[src/rtl/incr_count_sequencer_if.sv]
// Bundle between the count sequencer and its environment: the run-control
// inputs (start/init/limit), the status outputs and the wiring to the
// external combinational incrementor.
// master: drives the run controls and returns the incrementor result.
// slave:  the sequencer itself.
interface incr_count_sequencer_if #(
  parameter int unsigned N = 8
);
  logic         start;
  logic [N-1:0] init;
  logic [N-1:0] limit;
  logic [N-1:0] inc_a;
  logic [N-1:0] inc_s;
  logic         inc_co;
  logic [N-1:0] count;
  logic         busy;
  logic         done;
  logic         wrapped;

  modport master (
    output start, init, limit, inc_s, inc_co,
    input  inc_a, count, busy, done, wrapped
  );

  modport slave (
    input  start, init, limit, inc_s, inc_co,
    output inc_a, count, busy, done, wrapped
  );
endinterface

[src/rtl/incr_count_sequencer.sv]
// Count sequencer in front of an N-bit combinational incrementor.
// Loads init on an accepted start, then captures the incrementor's sum each
// step until count reaches limit, pulses done for one cycle and returns to
// idle. wrapped records any captured carry-out during the run.
// Optional macro INCR_SETTLE_EN: each step takes two cycles (check, then
// capture) so the incrementor gets a two-cycle settle window.
module incr_count_sequencer #(
  parameter int unsigned N = 8
) (
  input logic                    clk,
  input logic                    reset,
  incr_count_sequencer_if.slave  bus
);

`ifdef INCR_SETTLE_EN
  typedef enum logic [1:0] {S_IDLE, S_RUN_CHK, S_RUN_CAP, S_DONE} state_t;
`else
  typedef enum logic [1:0] {S_IDLE, S_RUN, S_DONE} state_t;
`endif

  state_t       r_state;
  state_t       w_next_state;
  logic         w_load;
  logic         w_cap;
  logic         w_at_limit;
  logic [N-1:0] r_count;
  logic         r_wrapped;

  assign w_at_limit = (r_count == bus.limit);

  // State register
  always_ff @(posedge clk or posedge reset) begin
    if (reset) r_state <= S_IDLE;
    else       r_state <= w_next_state;
  end

  // Next-state and datapath strobes
  always_comb begin
    w_next_state = r_state;
    w_load       = 1'b0;
    w_cap        = 1'b0;
    unique case (r_state)
      S_IDLE: begin
        if (bus.start) begin
          w_load = 1'b1;
`ifdef INCR_SETTLE_EN
          w_next_state = S_RUN_CHK;
`else
          w_next_state = S_RUN;
`endif
        end
      end
`ifdef INCR_SETTLE_EN
      S_RUN_CHK: begin
        if (w_at_limit) w_next_state = S_DONE;
        else            w_next_state = S_RUN_CAP;
      end
      S_RUN_CAP: begin
        w_cap        = 1'b1;
        w_next_state = S_RUN_CHK;
      end
`else
      S_RUN: begin
        if (w_at_limit) w_next_state = S_DONE;
        else            w_cap = 1'b1;
      end
`endif
      S_DONE: w_next_state = S_IDLE;
      default: w_next_state = S_IDLE;
    endcase
  end

  // Count register and sticky wrap flag
  always_ff @(posedge clk or posedge reset) begin
    if (reset) begin
      r_count   <= '0;
      r_wrapped <= 1'b0;
    end else if (w_load) begin
      r_count   <= bus.init;
      r_wrapped <= 1'b0;
    end else if (w_cap) begin
      r_count <= bus.inc_s;
      if (bus.inc_co) r_wrapped <= 1'b1;
    end
  end

  assign bus.inc_a   = r_count;
  assign bus.count   = r_count;
  assign bus.wrapped = r_wrapped;
  assign bus.done    = (r_state == S_DONE);
`ifdef INCR_SETTLE_EN
  assign bus.busy    = (r_state == S_RUN_CHK) || (r_state == S_RUN_CAP);
`else
  assign bus.busy    = (r_state == S_RUN);
`endif

endmodule
[src/flat_wrapper.sv]
// flat-port wrapper written by rule: the top's interface ports become plain ports
module incr_count_sequencer_flat 
#(
  parameter int unsigned N = 8
)
  (clk, reset, bus_start, bus_init, bus_limit, bus_inc_s, bus_inc_co, bus_inc_a, bus_count, bus_busy, bus_done, bus_wrapped);
  incr_count_sequencer_if #(.N(N)) bus_i ();
  input logic clk;
  input logic reset;
  input wire logic [$bits(bus_i.start)-1:0] bus_start;
  input wire logic [$bits(bus_i.init)-1:0] bus_init;
  input wire logic [$bits(bus_i.limit)-1:0] bus_limit;
  input wire logic [$bits(bus_i.inc_s)-1:0] bus_inc_s;
  input wire logic [$bits(bus_i.inc_co)-1:0] bus_inc_co;
  output wire logic [$bits(bus_i.inc_a)-1:0] bus_inc_a;
  output wire logic [$bits(bus_i.count)-1:0] bus_count;
  output wire logic [$bits(bus_i.busy)-1:0] bus_busy;
  output wire logic [$bits(bus_i.done)-1:0] bus_done;
  output wire logic [$bits(bus_i.wrapped)-1:0] bus_wrapped;
  assign bus_i.start = bus_start;
  assign bus_i.init = bus_init;
  assign bus_i.limit = bus_limit;
  assign bus_i.inc_s = bus_inc_s;
  assign bus_i.inc_co = bus_inc_co;
  assign bus_inc_a = bus_i.inc_a;
  assign bus_count = bus_i.count;
  assign bus_busy = bus_i.busy;
  assign bus_done = bus_i.done;
  assign bus_wrapped = bus_i.wrapped;
  incr_count_sequencer #(.N(N)) u_core (.clk(clk), .reset(reset), .bus(bus_i));
endmodule
[config.mk]
export PLATFORM = sky130hd
export DESIGN_NAME = incr_count_sequencer_flat
export DESIGN_NICKNAME = d
export VERILOG_FILES = /design/src/rtl/incr_count_sequencer_if.sv /design/src/rtl/incr_count_sequencer.sv /design/src/flat_wrapper.sv
export SDC_FILE = /design/constraint.sdc
export NUM_CORES = 1
export LEC_CHECK = 0
export CORE_MARGIN = 3
export CORE_UTILIZATION = 39
export CTS_CLUSTER_SIZE = 8
export DETAILED_ROUTE_END_ITERATION = 10
export GPL_TIMING_DRIVEN = 1
export PLACE_DENSITY = 0.89
export SLEW_MARGIN = 5
export SYNTH_ARGS = -nofsm -noshare
export SYNTH_HDL_FRONTEND = slang
export SYNTH_SLANG_ARGS = --single-unit
[constraint.sdc]
create_clock -name clk -period 4.55 [get_ports clk]
set_input_delay 0.91 -clock clk [delete_from_list [all_inputs] [get_ports clk]]
set_output_delay 0.91 -clock clk [all_outputs]
set_load 0.01 [all_outputs]
==> reports/qor.csv <==
metric,value,unit
Routed met3 length,135,um
Final min period,2730,ps
core area,1820,um^2
pin count of the biggest net entering global routing,18,
# hold bufs at CTS,0,
total routed wirelength,2.43,mm
clk_skew,5.31,ps
Routed Antenna Nets,0,
clock group share of total power,12.4,%
post-CTS resize count,0,
worst-margin pin slew,1240,ps
CTS tree,done,
CP required,3640,ps
RSZ-0062 raised after global routing,no,
initial antenna violation count,0,
Crit Path Max Fanout,11,
f_max,366,MHz
NetSw,224,uW
vias in the first global route,746,
Post-route DRC,0,
crit-path cells,nand2b_1 -> inv_2 -> clkdlybuf4s50_1,
Final Max Tran Viols,0,
height of the chip,51.0,um
cell with the most instances after synthesis,dfrtp_1,
die width,51.0,um
sequential share of the synthesized area,34.9,%
Power Density,459,nW/um^2
dpl cell area,1180,um^2
first-pass iteration count of the detailed router,4,
Post-Synthesis Cells,91,
gpl congestion,0.815,
YS warnings,0,
Filler Cells Inserted,162,
all-layer global routing usage,19.5,%
critical path capture point type,output pin,
via count,823,
Switching Share,40.4,%
Synthesized Nets,119,
status,completed,
Starting Density,43.4,%
via/cell ratio,5.49,
Leak,0.000470,uW
Inserted Clock Buffers,3,
CP Data Arrival Time,1820,ps
share of cells above drive strength 1,5.60,%
Clock Tree Buf Depth,2,
Skew-Pair Late Insertion Delay,270,ps
Hold Path Class,reg2reg,
Tcrit/Tclk final,60.0,%
Synth top area share,34.9,%
Sink Count,11,
Mapped Avg Cell Area,8.68,um^2
maximum VDD drop,0.240,mV
Post CTS Setup Buffer Count,0,
dpl cells,146,
commonest cells in the netlist,"dfrtp_1 (11), nand4_1 (10), o211ai_1 (9)",
area grow syn2layout,53.2,%
Synth Register Bits,11,
uppermost layer routed,met4,
Final #Nets,154,
clock slew at the register clock pins of the worst setup and hold paths,80,ps
synth top area cells,"dfrtp_1 (35%), xnor2_1 (8.9%), o211ai_1 (8.6%)",
input/output buffers,46,
H-tree Lvls,1,
register area,275,um^2
Final TNS setup,0,ps
post-route cell area,1210,um^2
Root Buffer,clkbuf_4,
"Hold Violations, Final",0,
DR WL/cell,16.2,um
Sequential Power Share,31.0,%
final setup violation count,0,
Post-synth ARST share,100,%
max incr delay on CP,570,ps
met2 WL,1.30,mm
combinational share of power,56.5,%
DP HPWL,1.81,mm
Mapped Area,790,um^2
wire length on met1,963,um
ant diodes,0,
Pint,331,uW
Ports,47,
initial DRC count,13,
final std cells w/o fill,150,
area of the multi-input gates,404,um^2
ys flop type,dfrtp_1,
Max-slew headroom,17.1,%
Max Cap Violations,0,
"Slowest-stage cell, CP",clkdlybuf4s50_1,
Overflow after GRT,0,
number of flops mapped to enable cells by yosys,0,
"area leader, netlist",dfrtp_1,
CP Class,reg2out,
row cnt,15,
first-pass GRT wire length,3.79,mm
Unique masters post-synth,23,
DIE AREA,2600,um^2
Worst setup SP type,flop,
critical path: cells and delay by family (launching register included):
kind / cells / cell delay [ps]
flip-flops: 1 / 410
buffers and inverters: 2 / 830
AND/OR/NAND/NOR: 1 / 310
layout by cell type, fill, tap and decap left out, types with 2 or more instances in the layout:
cell and instances:
dfrtp_1 11, nand3_1 8, a21oi_1 8, inv_1 2, clkdlybuf4s50_1 46, clkbuf_4 3
nand4_1 10, xnor2_1 8, and4_1 2, o211ai_1 9, and3_1 7
logic make-up after synthesis:
group,share of synthesized area (%)
AOI/OAI and AO/OA,15.4
xor gates and xnor gates,8.88
buffers and inverters,13.9
DFF,34.9
and+or+nand+nor,26.9
through the flow:
stage	worst slack (ps)	hold slack [ps]	utilization (%)	power [uW]
6_report	1820	521	66.5	555
5_1_grt	1710	557	66.5	592
4_1_cts	1840	525	66.5	556
3_5_place_dp	1800	513	64.9	486
3_3_place_gp	1930	500	64.9	472
2_1_floorplan	2590	544	-	357
worst paths after layout:
path	slack (ps)	cells after the start	to	startpoint
setup reg to reg	2750	3	u_core.bus.count[7]$_DFFE_PP0P_	u_core.r_state[1]$_DFFE_PP0P_
hold / removal	520	2	u_core.bus.wrapped$_DFFE_PP0P_	u_core.bus.wrapped$_DFFE_PP0P_
setup / recovery	1820	3	bus_busy	u_core.r_state[1]$_DFFE_PP0P_
hold reg to reg	520	2	u_core.bus.wrapped$_DFFE_PP0P_	u_core.bus.wrapped$_DFFE_PP0P_
max in group asynchronous	3280	2	u_core.bus.count[4]$_DFFE_PP0P_	reset
min in group asynchronous	950	2	u_core.bus.wrapped$_DFFE_PP0P_	reset
flip-flops by register name, summed over array words and instances, names as in the netlist:
signal and cells:
u_core.bus.wrapped 1, u_core.r_state 2, u_core.bus.count 8
layer usage:
| layer | track usage (%) | vias up |
|---|---|---|
| met2 | 34.3 | 32 |
| met4 | 5.38 | 0 |
| met3 | 3.50 | 4 |
| met1 | 24.0 | 385 |
| li1 | - | 402 |
| met5 | 0 | - |
power groups by stage:
stage	registers [uW]	logic [uW]	clock network, uW
3_5_place_dp	172	314	0
4_1_cts	170	316	70.1
5_1_grt	177	337	78.0
6_report	172	314	68.9
3_3_place_gp	169	303	0
2_1_floorplan	178	179	0
cell type report:
cell class	count	share of cell area [%]
Sequential cell	11	22.8
Timing Repair Buffer	46	38.1
Clock inverter	1	0.414
Tap cell	25	2.59
Multi-Input combinational cell	61	33.4
Clock buffer	3	1.86
Inverter	3	0.931
(Power assumes the default switching activity.)
